$ cat config.mk
export PLATFORM = sky130hd
export DESIGN_NAME = id_ex_stage_flat
export DESIGN_NICKNAME = d
export VERILOG_FILES = /design/src/rtl/id_ex_if.sv /design/src/rtl/id_ex_stage.sv /design/src/flat_wrapper.sv
export SDC_FILE = /design/constraint.sdc
export NUM_CORES = 1
export LEC_CHECK = 0
export ABC_AREA = 0
export CAP_MARGIN = 20
export CORE_AREA = 10 10 183 185
export CTS_CLUSTER_SIZE = 30
export DETAILED_ROUTE_END_ITERATION = 8
export DIE_AREA = 0 0 193 195
export DONT_BUFFER_PORTS = 1
export GPL_TIMING_DRIVEN = 0
export HOLD_SLACK_MARGIN = 0.15
export SETUP_SLACK_MARGIN = 0.02
export SLEW_MARGIN = 0
export SYNTH_ARGS = -nofsm -noshare
export SYNTH_HDL_FRONTEND = slang
export SYNTH_SLANG_ARGS = --single-unit
$ cat constraint.sdc
create_clock -name clk -period 3.5 [get_ports clk]
set_input_delay 0.875 -clock clk [delete_from_list [all_inputs] [get_ports clk]]
set_output_delay 0.875 -clock clk [all_outputs]
set_load 0.1 [all_outputs]
$ cat src/rtl/id_ex_if.sv
`default_nettype none
// ============================================================================
// Module      : id_ex_if
// Description : Bundle between Decode, the M/W forwarding sources and the
//               ID/EX stage. The master drives the Decode slot, stage-control
//               and M/W forwarding signals. The slave (the ID/EX stage) drives
//               the Execute-side operands, control, forwarding selects and the
//               load-use stall request.
// Revision    : 1.0 - initial release
// ============================================================================
interface id_ex_if #(
    parameter int XLEN = 32,
    parameter int REGW = 5
);
    // Stage control and Decode slot
    logic            stall_e;
    logic            flush_e;
    logic            valid_d;
    logic [XLEN-1:0] rd1_d;
    logic [XLEN-1:0] rd2_d;
    logic [XLEN-1:0] imm_ext_d;
    logic [XLEN-1:0] pc_d;
    logic [XLEN-1:0] pc_plus4_d;
    logic [REGW-1:0] rs1_d;
    logic [REGW-1:0] rs2_d;
    logic [REGW-1:0] rd_d;
    logic [2:0]      alu_control_d;
    logic            alu_src_d;
    logic            reg_write_d;
    logic            mem_write_d;
    logic            branch_d;
    logic            jump_d;
    logic [1:0]      result_src_d;
    // Forwarding sources
    logic            reg_write_m;
    logic [REGW-1:0] rd_m;
    logic [XLEN-1:0] alu_result_m;
    logic            reg_write_w;
    logic [REGW-1:0] rd_w;
    logic [XLEN-1:0] result_w;
    // Execute side
    logic            lw_stall;
    logic [XLEN-1:0] src_a_e;
    logic [XLEN-1:0] src_b_e;
    logic [XLEN-1:0] write_data_e;
    logic [2:0]      alu_control_e;
    logic [REGW-1:0] rd_e;
    logic [REGW-1:0] rs1_e;
    logic [REGW-1:0] rs2_e;
    logic            reg_write_e;
    logic            mem_write_e;
    logic            branch_e;
    logic            jump_e;
    logic [1:0]      result_src_e;
    logic [XLEN-1:0] pc_e;
    logic [XLEN-1:0] pc_plus4_e;
    logic [XLEN-1:0] imm_ext_e;
    logic            valid_e;
    logic [1:0]      forward_a_e;
    logic [1:0]      forward_b_e;

    modport master (
        output stall_e, flush_e, valid_d, rd1_d, rd2_d, imm_ext_d, pc_d,
               pc_plus4_d, rs1_d, rs2_d, rd_d, alu_control_d, alu_src_d,
               reg_write_d, mem_write_d, branch_d, jump_d, result_src_d,
               reg_write_m, rd_m, alu_result_m, reg_write_w, rd_w, result_w,
        input  lw_stall, src_a_e, src_b_e, write_data_e, alu_control_e, rd_e,
               rs1_e, rs2_e, reg_write_e, mem_write_e, branch_e, jump_e,
               result_src_e, pc_e, pc_plus4_e, imm_ext_e, valid_e,
               forward_a_e, forward_b_e
    );

    modport slave (
        input  stall_e, flush_e, valid_d, rd1_d, rd2_d, imm_ext_d, pc_d,
               pc_plus4_d, rs1_d, rs2_d, rd_d, alu_control_d, alu_src_d,
               reg_write_d, mem_write_d, branch_d, jump_d, result_src_d,
               reg_write_m, rd_m, alu_result_m, reg_write_w, rd_w, result_w,
        output lw_stall, src_a_e, src_b_e, write_data_e, alu_control_e, rd_e,
               rs1_e, rs2_e, reg_write_e, mem_write_e, branch_e, jump_e,
               result_src_e, pc_e, pc_plus4_e, imm_ext_e, valid_e,
               forward_a_e, forward_b_e
    );
endinterface
`default_nettype wire

$ cat src/rtl/id_ex_stage.sv
`default_nettype none
// ============================================================================
// Module      : id_ex_stage
// Description : ID/EX pipeline register with M/W operand forwarding and
//               load-use hazard detection for the 5-stage RV32I core.
// Ports       : clk - rising-edge clock
//               rst - asynchronous, active-low reset
//               bus - id_ex_if.slave. Takes the Decode slot, stall/flush and
//                     M/W forwarding sources. Returns the ALU operands,
//                     registered E-stage control, forwarding selects and
//                     lw_stall.
// Revision    : 1.0 - initial release
// ============================================================================
module id_ex_stage #(
    parameter int XLEN = 32,
    parameter int REGW = 5
) (
    input  wire logic clk,
    input  wire logic rst,
    id_ex_if.slave    bus
);

    localparam logic [1:0] c_FWD_REG  = 2'b00;
    localparam logic [1:0] c_FWD_W    = 2'b01;
    localparam logic [1:0] c_FWD_M    = 2'b10;
    localparam logic [1:0] c_RES_LOAD = 2'b01;

    // All E-stage state is held in one record, so that a bubble is just '0.
    typedef struct packed {
        logic            valid;
        logic            reg_write;
        logic            mem_write;
        logic            branch;
        logic            jump;
        logic [1:0]      result_src;
        logic [2:0]      alu_control;
        logic            alu_src;
        logic [XLEN-1:0] rd1;
        logic [XLEN-1:0] rd2;
        logic [XLEN-1:0] imm_ext;
        logic [XLEN-1:0] pc;
        logic [XLEN-1:0] pc_plus4;
        logic [REGW-1:0] rs1;
        logic [REGW-1:0] rs2;
        logic [REGW-1:0] rd;
    } e_regs_t;

    e_regs_t         r_e;
    e_regs_t         w_load;
    e_regs_t         w_next;
    logic            w_lw_stall;
    logic [1:0]      w_fwd_a;
    logic [1:0]      w_fwd_b;
    logic [XLEN-1:0] w_src_a;
    logic [XLEN-1:0] w_wdata;

    // Decode values to load. Side-effecting control is gated by valid_d so that
    // an empty Decode slot can never write or redirect.
    always_comb begin
        w_load             = '0;
        w_load.valid       = bus.valid_d;
        w_load.reg_write   = bus.reg_write_d & bus.valid_d;
        w_load.mem_write   = bus.mem_write_d & bus.valid_d;
        w_load.branch      = bus.branch_d    & bus.valid_d;
        w_load.jump        = bus.jump_d      & bus.valid_d;
        w_load.result_src  = bus.result_src_d;
        w_load.alu_control = bus.alu_control_d;
        w_load.alu_src     = bus.alu_src_d;
        w_load.rd1         = bus.rd1_d;
        w_load.rd2         = bus.rd2_d;
        w_load.imm_ext     = bus.imm_ext_d;
        w_load.pc          = bus.pc_d;
        w_load.pc_plus4    = bus.pc_plus4_d;
        w_load.rs1         = bus.rs1_d;
        w_load.rs2         = bus.rs2_d;
        w_load.rd          = bus.rd_d;
    end

    // A load in E whose destination is read by the instruction in Decode.
    // The bubble inserted below clears valid_e, so this is a one-cycle pulse.
    always_comb begin
        w_lw_stall = r_e.valid & (r_e.result_src == c_RES_LOAD) &
                     (r_e.rd != '0) & bus.valid_d &
                     ((r_e.rd == bus.rs1_d) | (r_e.rd == bus.rs2_d));
    end

    // Update priority: flush, then stall (hold), then load-use bubble, then load.
    always_comb begin
        w_next = w_load;
        if (bus.flush_e) begin
            w_next = '0;
        end else if (bus.stall_e) begin
            w_next = r_e;
        end else if (w_lw_stall) begin
            w_next = '0;
        end
    end

    always_ff @(posedge clk or negedge rst) begin
        if (!rst) begin
            r_e <= '0;
        end else begin
            r_e <= w_next;
        end
    end

    // Forwarding selects. M is younger than W, so it wins when both match.
    // x0 is never forwarded.
    always_comb begin
        w_fwd_a = c_FWD_REG;
        if (bus.reg_write_m && (bus.rd_m != '0) && (bus.rd_m == r_e.rs1)) begin
            w_fwd_a = c_FWD_M;
        end else if (bus.reg_write_w && (bus.rd_w != '0) && (bus.rd_w == r_e.rs1)) begin
            w_fwd_a = c_FWD_W;
        end
    end

    always_comb begin
        w_fwd_b = c_FWD_REG;
        if (bus.reg_write_m && (bus.rd_m != '0) && (bus.rd_m == r_e.rs2)) begin
            w_fwd_b = c_FWD_M;
        end else if (bus.reg_write_w && (bus.rd_w != '0) && (bus.rd_w == r_e.rs2)) begin
            w_fwd_b = c_FWD_W;
        end
    end

    always_comb begin
        case (w_fwd_a)
            c_FWD_M: w_src_a = bus.alu_result_m;
            c_FWD_W: w_src_a = bus.result_w;
            default: w_src_a = r_e.rd1;
        endcase
        case (w_fwd_b)
            c_FWD_M: w_wdata = bus.alu_result_m;
            c_FWD_W: w_wdata = bus.result_w;
            default: w_wdata = r_e.rd2;
        endcase
    end

    assign bus.lw_stall      = w_lw_stall;
    assign bus.src_a_e       = w_src_a;
    assign bus.write_data_e  = w_wdata;
    assign bus.src_b_e       = r_e.alu_src ? r_e.imm_ext : w_wdata;
    assign bus.forward_a_e   = w_fwd_a;
    assign bus.forward_b_e   = w_fwd_b;
    assign bus.alu_control_e = r_e.alu_control;
    assign bus.rd_e          = r_e.rd;
    assign bus.rs1_e         = r_e.rs1;
    assign bus.rs2_e         = r_e.rs2;
    assign bus.reg_write_e   = r_e.reg_write;
    assign bus.mem_write_e   = r_e.mem_write;
    assign bus.branch_e      = r_e.branch;
    assign bus.jump_e        = r_e.jump;
    assign bus.result_src_e  = r_e.result_src;
    assign bus.pc_e          = r_e.pc;
    assign bus.pc_plus4_e    = r_e.pc_plus4;
    assign bus.imm_ext_e     = r_e.imm_ext;
    assign bus.valid_e       = r_e.valid;

endmodule
`default_nettype wire

$ cat src/flat_wrapper.sv
// flat-port wrapper written by rule: the top's interface ports become plain ports
module id_ex_stage_flat 
#(
    parameter int XLEN = 32,
    parameter int REGW = 5
)
  (clk, rst, bus_stall_e, bus_flush_e, bus_valid_d, bus_rd1_d, bus_rd2_d, bus_imm_ext_d, bus_pc_d, bus_pc_plus4_d, bus_rs1_d, bus_rs2_d, bus_rd_d, bus_alu_control_d, bus_alu_src_d, bus_reg_write_d, bus_mem_write_d, bus_branch_d, bus_jump_d, bus_result_src_d, bus_reg_write_m, bus_rd_m, bus_alu_result_m, bus_reg_write_w, bus_rd_w, bus_result_w, bus_lw_stall, bus_src_a_e, bus_src_b_e, bus_write_data_e, bus_alu_control_e, bus_rd_e, bus_rs1_e, bus_rs2_e, bus_reg_write_e, bus_mem_write_e, bus_branch_e, bus_jump_e, bus_result_src_e, bus_pc_e, bus_pc_plus4_e, bus_imm_ext_e, bus_valid_e, bus_forward_a_e, bus_forward_b_e);
  id_ex_if #(.XLEN(XLEN), .REGW(REGW)) bus_i ();
  input  wire logic clk;
  input  wire logic rst;
  input wire logic [$bits(bus_i.stall_e)-1:0] bus_stall_e;
  input wire logic [$bits(bus_i.flush_e)-1:0] bus_flush_e;
  input wire logic [$bits(bus_i.valid_d)-1:0] bus_valid_d;
  input wire logic [$bits(bus_i.rd1_d)-1:0] bus_rd1_d;
  input wire logic [$bits(bus_i.rd2_d)-1:0] bus_rd2_d;
  input wire logic [$bits(bus_i.imm_ext_d)-1:0] bus_imm_ext_d;
  input wire logic [$bits(bus_i.pc_d)-1:0] bus_pc_d;
  input wire logic [$bits(bus_i.pc_plus4_d)-1:0] bus_pc_plus4_d;
  input wire logic [$bits(bus_i.rs1_d)-1:0] bus_rs1_d;
  input wire logic [$bits(bus_i.rs2_d)-1:0] bus_rs2_d;
  input wire logic [$bits(bus_i.rd_d)-1:0] bus_rd_d;
  input wire logic [$bits(bus_i.alu_control_d)-1:0] bus_alu_control_d;
  input wire logic [$bits(bus_i.alu_src_d)-1:0] bus_alu_src_d;
  input wire logic [$bits(bus_i.reg_write_d)-1:0] bus_reg_write_d;
  input wire logic [$bits(bus_i.mem_write_d)-1:0] bus_mem_write_d;
  input wire logic [$bits(bus_i.branch_d)-1:0] bus_branch_d;
  input wire logic [$bits(bus_i.jump_d)-1:0] bus_jump_d;
  input wire logic [$bits(bus_i.result_src_d)-1:0] bus_result_src_d;
  input wire logic [$bits(bus_i.reg_write_m)-1:0] bus_reg_write_m;
  input wire logic [$bits(bus_i.rd_m)-1:0] bus_rd_m;
  input wire logic [$bits(bus_i.alu_result_m)-1:0] bus_alu_result_m;
  input wire logic [$bits(bus_i.reg_write_w)-1:0] bus_reg_write_w;
  input wire logic [$bits(bus_i.rd_w)-1:0] bus_rd_w;
  input wire logic [$bits(bus_i.result_w)-1:0] bus_result_w;
  output wire logic [$bits(bus_i.lw_stall)-1:0] bus_lw_stall;
  output wire logic [$bits(bus_i.src_a_e)-1:0] bus_src_a_e;
  output wire logic [$bits(bus_i.src_b_e)-1:0] bus_src_b_e;
  output wire logic [$bits(bus_i.write_data_e)-1:0] bus_write_data_e;
  output wire logic [$bits(bus_i.alu_control_e)-1:0] bus_alu_control_e;
  output wire logic [$bits(bus_i.rd_e)-1:0] bus_rd_e;
  output wire logic [$bits(bus_i.rs1_e)-1:0] bus_rs1_e;
  output wire logic [$bits(bus_i.rs2_e)-1:0] bus_rs2_e;
  output wire logic [$bits(bus_i.reg_write_e)-1:0] bus_reg_write_e;
  output wire logic [$bits(bus_i.mem_write_e)-1:0] bus_mem_write_e;
  output wire logic [$bits(bus_i.branch_e)-1:0] bus_branch_e;
  output wire logic [$bits(bus_i.jump_e)-1:0] bus_jump_e;
  output wire logic [$bits(bus_i.result_src_e)-1:0] bus_result_src_e;
  output wire logic [$bits(bus_i.pc_e)-1:0] bus_pc_e;
  output wire logic [$bits(bus_i.pc_plus4_e)-1:0] bus_pc_plus4_e;
  output wire logic [$bits(bus_i.imm_ext_e)-1:0] bus_imm_ext_e;
  output wire logic [$bits(bus_i.valid_e)-1:0] bus_valid_e;
  output wire logic [$bits(bus_i.forward_a_e)-1:0] bus_forward_a_e;
  output wire logic [$bits(bus_i.forward_b_e)-1:0] bus_forward_b_e;
  assign bus_i.stall_e = bus_stall_e;
  assign bus_i.flush_e = bus_flush_e;
  assign bus_i.valid_d = bus_valid_d;
  assign bus_i.rd1_d = bus_rd1_d;
  assign bus_i.rd2_d = bus_rd2_d;
  assign bus_i.imm_ext_d = bus_imm_ext_d;
  assign bus_i.pc_d = bus_pc_d;
  assign bus_i.pc_plus4_d = bus_pc_plus4_d;
  assign bus_i.rs1_d = bus_rs1_d;
  assign bus_i.rs2_d = bus_rs2_d;
  assign bus_i.rd_d = bus_rd_d;
  assign bus_i.alu_control_d = bus_alu_control_d;
  assign bus_i.alu_src_d = bus_alu_src_d;
  assign bus_i.reg_write_d = bus_reg_write_d;
  assign bus_i.mem_write_d = bus_mem_write_d;
  assign bus_i.branch_d = bus_branch_d;
  assign bus_i.jump_d = bus_jump_d;
  assign bus_i.result_src_d = bus_result_src_d;
  assign bus_i.reg_write_m = bus_reg_write_m;
  assign bus_i.rd_m = bus_rd_m;
  assign bus_i.alu_result_m = bus_alu_result_m;
  assign bus_i.reg_write_w = bus_reg_write_w;
  assign bus_i.rd_w = bus_rd_w;
  assign bus_i.result_w = bus_result_w;
  assign bus_lw_stall = bus_i.lw_stall;
  assign bus_src_a_e = bus_i.src_a_e;
  assign bus_src_b_e = bus_i.src_b_e;
  assign bus_write_data_e = bus_i.write_data_e;
  assign bus_alu_control_e = bus_i.alu_control_e;
  assign bus_rd_e = bus_i.rd_e;
  assign bus_rs1_e = bus_i.rs1_e;
  assign bus_rs2_e = bus_i.rs2_e;
  assign bus_reg_write_e = bus_i.reg_write_e;
  assign bus_mem_write_e = bus_i.mem_write_e;
  assign bus_branch_e = bus_i.branch_e;
  assign bus_jump_e = bus_i.jump_e;
  assign bus_result_src_e = bus_i.result_src_e;
  assign bus_pc_e = bus_i.pc_e;
  assign bus_pc_plus4_e = bus_i.pc_plus4_e;
  assign bus_imm_ext_e = bus_i.imm_ext_e;
  assign bus_valid_e = bus_i.valid_e;
  assign bus_forward_a_e = bus_i.forward_a_e;
  assign bus_forward_b_e = bus_i.forward_b_e;
  id_ex_stage #(.XLEN(XLEN), .REGW(REGW)) u_core (.clk(clk), .rst(rst), .bus(bus_i));
endmodule
==> run summary <==
Status: finished, violations left
Lkg Pwr: 6.77 nW
CTS buffer count: 17
Final Hold Slack: 123 ps
Final Non-Filler Cells: 1799
Fin nets: 1655
Util after Layout: 51.1%
Synthesis-stage register bit count: 186
I/O Buffers: 0
Critical R2R Launch: u_core.bus.rd_e[2]
First-pass GRT wire length: 77600 um
Ranking of synthesized cells by area: dfrtp_1 39%, o41ai_1 13%, buf_4 7.7%, nand3b_1 7.4%, inv_1 6.7%
Layout area overhead: 28.2%
Worst path slowest cell: nor2_4
WL per Instance: 29.7 um
GPL Wtd Cong: 0.878
Worst Setup SP: bus_rd_m[2]
Starting Density: 39.9%
Clk sinks: 186
Final wirelength: 53500 um
Period utilisation layout: 121%
Synth Warn #: 0
Place WS: -967 ps
Mapped Nets: 1599
Via density: 5.91
Post-Syn Instances: 1333
Most frequent cell after synthesis: inv_1
Core ar.: 0.0300 mm^2
Rel. slew slack: 25.5%
Largest net degree at the start of global routing: 187
Seq/Total Area, Yosys: 38.9%
Placed cell count: 1732
Die Y: 195 um
Max cap viols: 0
Clock Path Buffers: 2
Power, Total: 0.00690 W
Final Critical Period: 4220 ps
Final setup viols: 97
Clock slew at reported path FFs: 80 ps
Layout fillers: 2819
Worst EP arrival: 3350 ps
Width of the chip: 193 um
Via Count: 10600
Maximum vdd ir drop: 0.281 mV
Worst setup SP type: input pin
Synth top cells by count: 215 x inv_1, 186 x dfrtp_1, 182 x o41ai_1
FP Rows: 64
Initial DRC count: 827
WP data required: 2620 ps
Hold Fails Final Rpt: 0
CTS H-Tree Depth: 4
Synth unique cells: 29
Cell Chain, Critical Path: or4_4, o21a_1, nand3_4, clkinvlp_4, nor2_4, buf_12, a221oi_4
Fmax: 237 MHz
Worst Setup End Kind: output port
Crit-path max FO: 10
Share of cells above drive strength 1: 27.2%
Final worst slack: -721 ps
Post-detailed-placement half-perimeter wirelength: 40700 um
DRC: 0
TritonRoute pass-1 iters: 5
Remaining Overflow, GRT: 0
P per Cell Area: 450 mW/mm^2
CP max stage delay: 560 ps
CTS tree: built
Initial antenna violation count: 2
DIE AREA: 0.0376 mm^2
HP Class: input pin to asynchronous set/reset pin
RSZ-0062 raised after global routing: yes
Root Driver: clkbuf_16
Synth top area share: 38.9%
Final Max Tran Viols: 0
Average cell area after synthesis: 8.98 um^2
Routed Antenna Nets: 0
Tot GR Track Use: 27.5%
Vias in the first global route: 11300
Skew final: 16.0 ps
Number of synthesized flops with an enable pin: 0
Yosys top cell by area: dfrtp_1
I/O pins: 488
Crit path kind: input pin to output port
Post-synth top flop: dfrtp_1
Async S/R FF share, synth: 100%
Worst Tran Pin Value: 1310 ps
Mapped Area: 0.0120 mm^2
Violated checks: negative setup slack
Skew-Pair Late Insertion Delay: 460 ps
layout make-up:
class                      instances  area, um^2  share of cell area [%]
timing repair buffer              39         573                    3.74
sequential                       186        4660                    30.4
clock buffer                      18         439                    2.86
antenna                            1        2.50                  0.0163
multi-input combinational        688        6530                    42.6
clock inverter                    14         184                    1.20
buffer                           242        1640                    10.7
inverter                         215         811                    5.28
tap                              396         495                    3.23
stage by stage:
stage                     setup TNS (ps)  instance area, um^2
after detailed placement          -58750                13800
final                             -39340                15300
after global placement            -56960                13700
after global routing              -44330                15300
after floorplan                   -18180                13200
after CTS                         -44550                15100
power breakdown:
group          internal, W  total (W)  switching, W
combinational     0.000496    0.00239       0.00190
sequential         0.00227    0.00240      0.000132
clock              0.00111    0.00211       0.00100
total              0.00387    0.00690       0.00303
what timing repair did:
action / 4_1_cts / 5_1_grt
pin swaps: 71 / 55
endpoints found under the hold margin: 186 / 180
gates cloned: 5 / 4
endpoints found under the setup margin: 100 / 98
buffers inserted: 21 / 8
gates resized for setup: 88 / 30
final timing paths:
path | end | slack [ps] | depth (start not counted)
min in group clk | u_core.bus.pc_plus4_e[31] | 480 | 2
min | u_core.bus.imm_ext_e[28] | 120 | 0
max | bus_src_b_e[31] | -720 | 7
max reg2reg | u_core.r_e[151] | 990 | 7
min reg2reg | u_core.bus.pc_plus4_e[31] | 480 | 2
max in group asynchronous | u_core.bus.rs1_e[4] | 3110 | 0
state kept, by name, summed over array words and instances (netlist names), 2 cells and up:
register / count
u_core.bus.rd_e: 5
u_core.bus.rs1_e: 5
u_core.bus.rs2_e: 5
u_core.bus.alu_control_e: 3
u_core.bus.imm_ext_e: 32
u_core.bus.result_src_e: 2
u_core.r_e: 65
u_core.bus.pc_e: 32
u_core.bus.pc_plus4_e: 32
routing by layer:
layer	GRT usage (%)	wire length, um
met5	0	0
met2	47.0	26800
met1	31.9	20200
met4	6.73	1110
met3	9.66	5360
cell families (layout without fill, tap and decap cells):
| family | Yosys count | in the layout | share of synthesized area, % |
|---|---|---|---|
| buffers and inverters | 459 | 528 | 19.0 |
| and+or+nand+nor | 309 | 309 | 14.3 |
| AOI/OAI and AO/OA | 285 | 285 | 20.3 |
| DFF | 186 | 186 | 38.9 |
| muxes | 64 | 64 | 5.35 |
| xor gates and xnor gates | 30 | 30 | 2.20 |
| other | 0 | 1 | 0 |
critical path: cells and delay by family:
kind            cells  cell delay [ps]
compound gates      2              480
simple gates        3             1180
buf+inv             2              780
layout by cell type, fill, tap and decap left out, types with 21 or more instances in the layout:
cell       synthesis  layout
nor2_1            36      34
o21ai_4            0      32
inv_1            215     214
mux2i_1           64      28
a21oi_4            0      32
clkbuf_1          93      85
buf_4            122     133
nand3b_1         118     118
mux2i_4            0      21
dfrtp_1          186     180
o41ai_1          182     182
a221oi_4           0      33
nand2_1          104     104
nor3_1            39      36
clkbuf_16          0      21
Power figures use the tool's default switching activity.
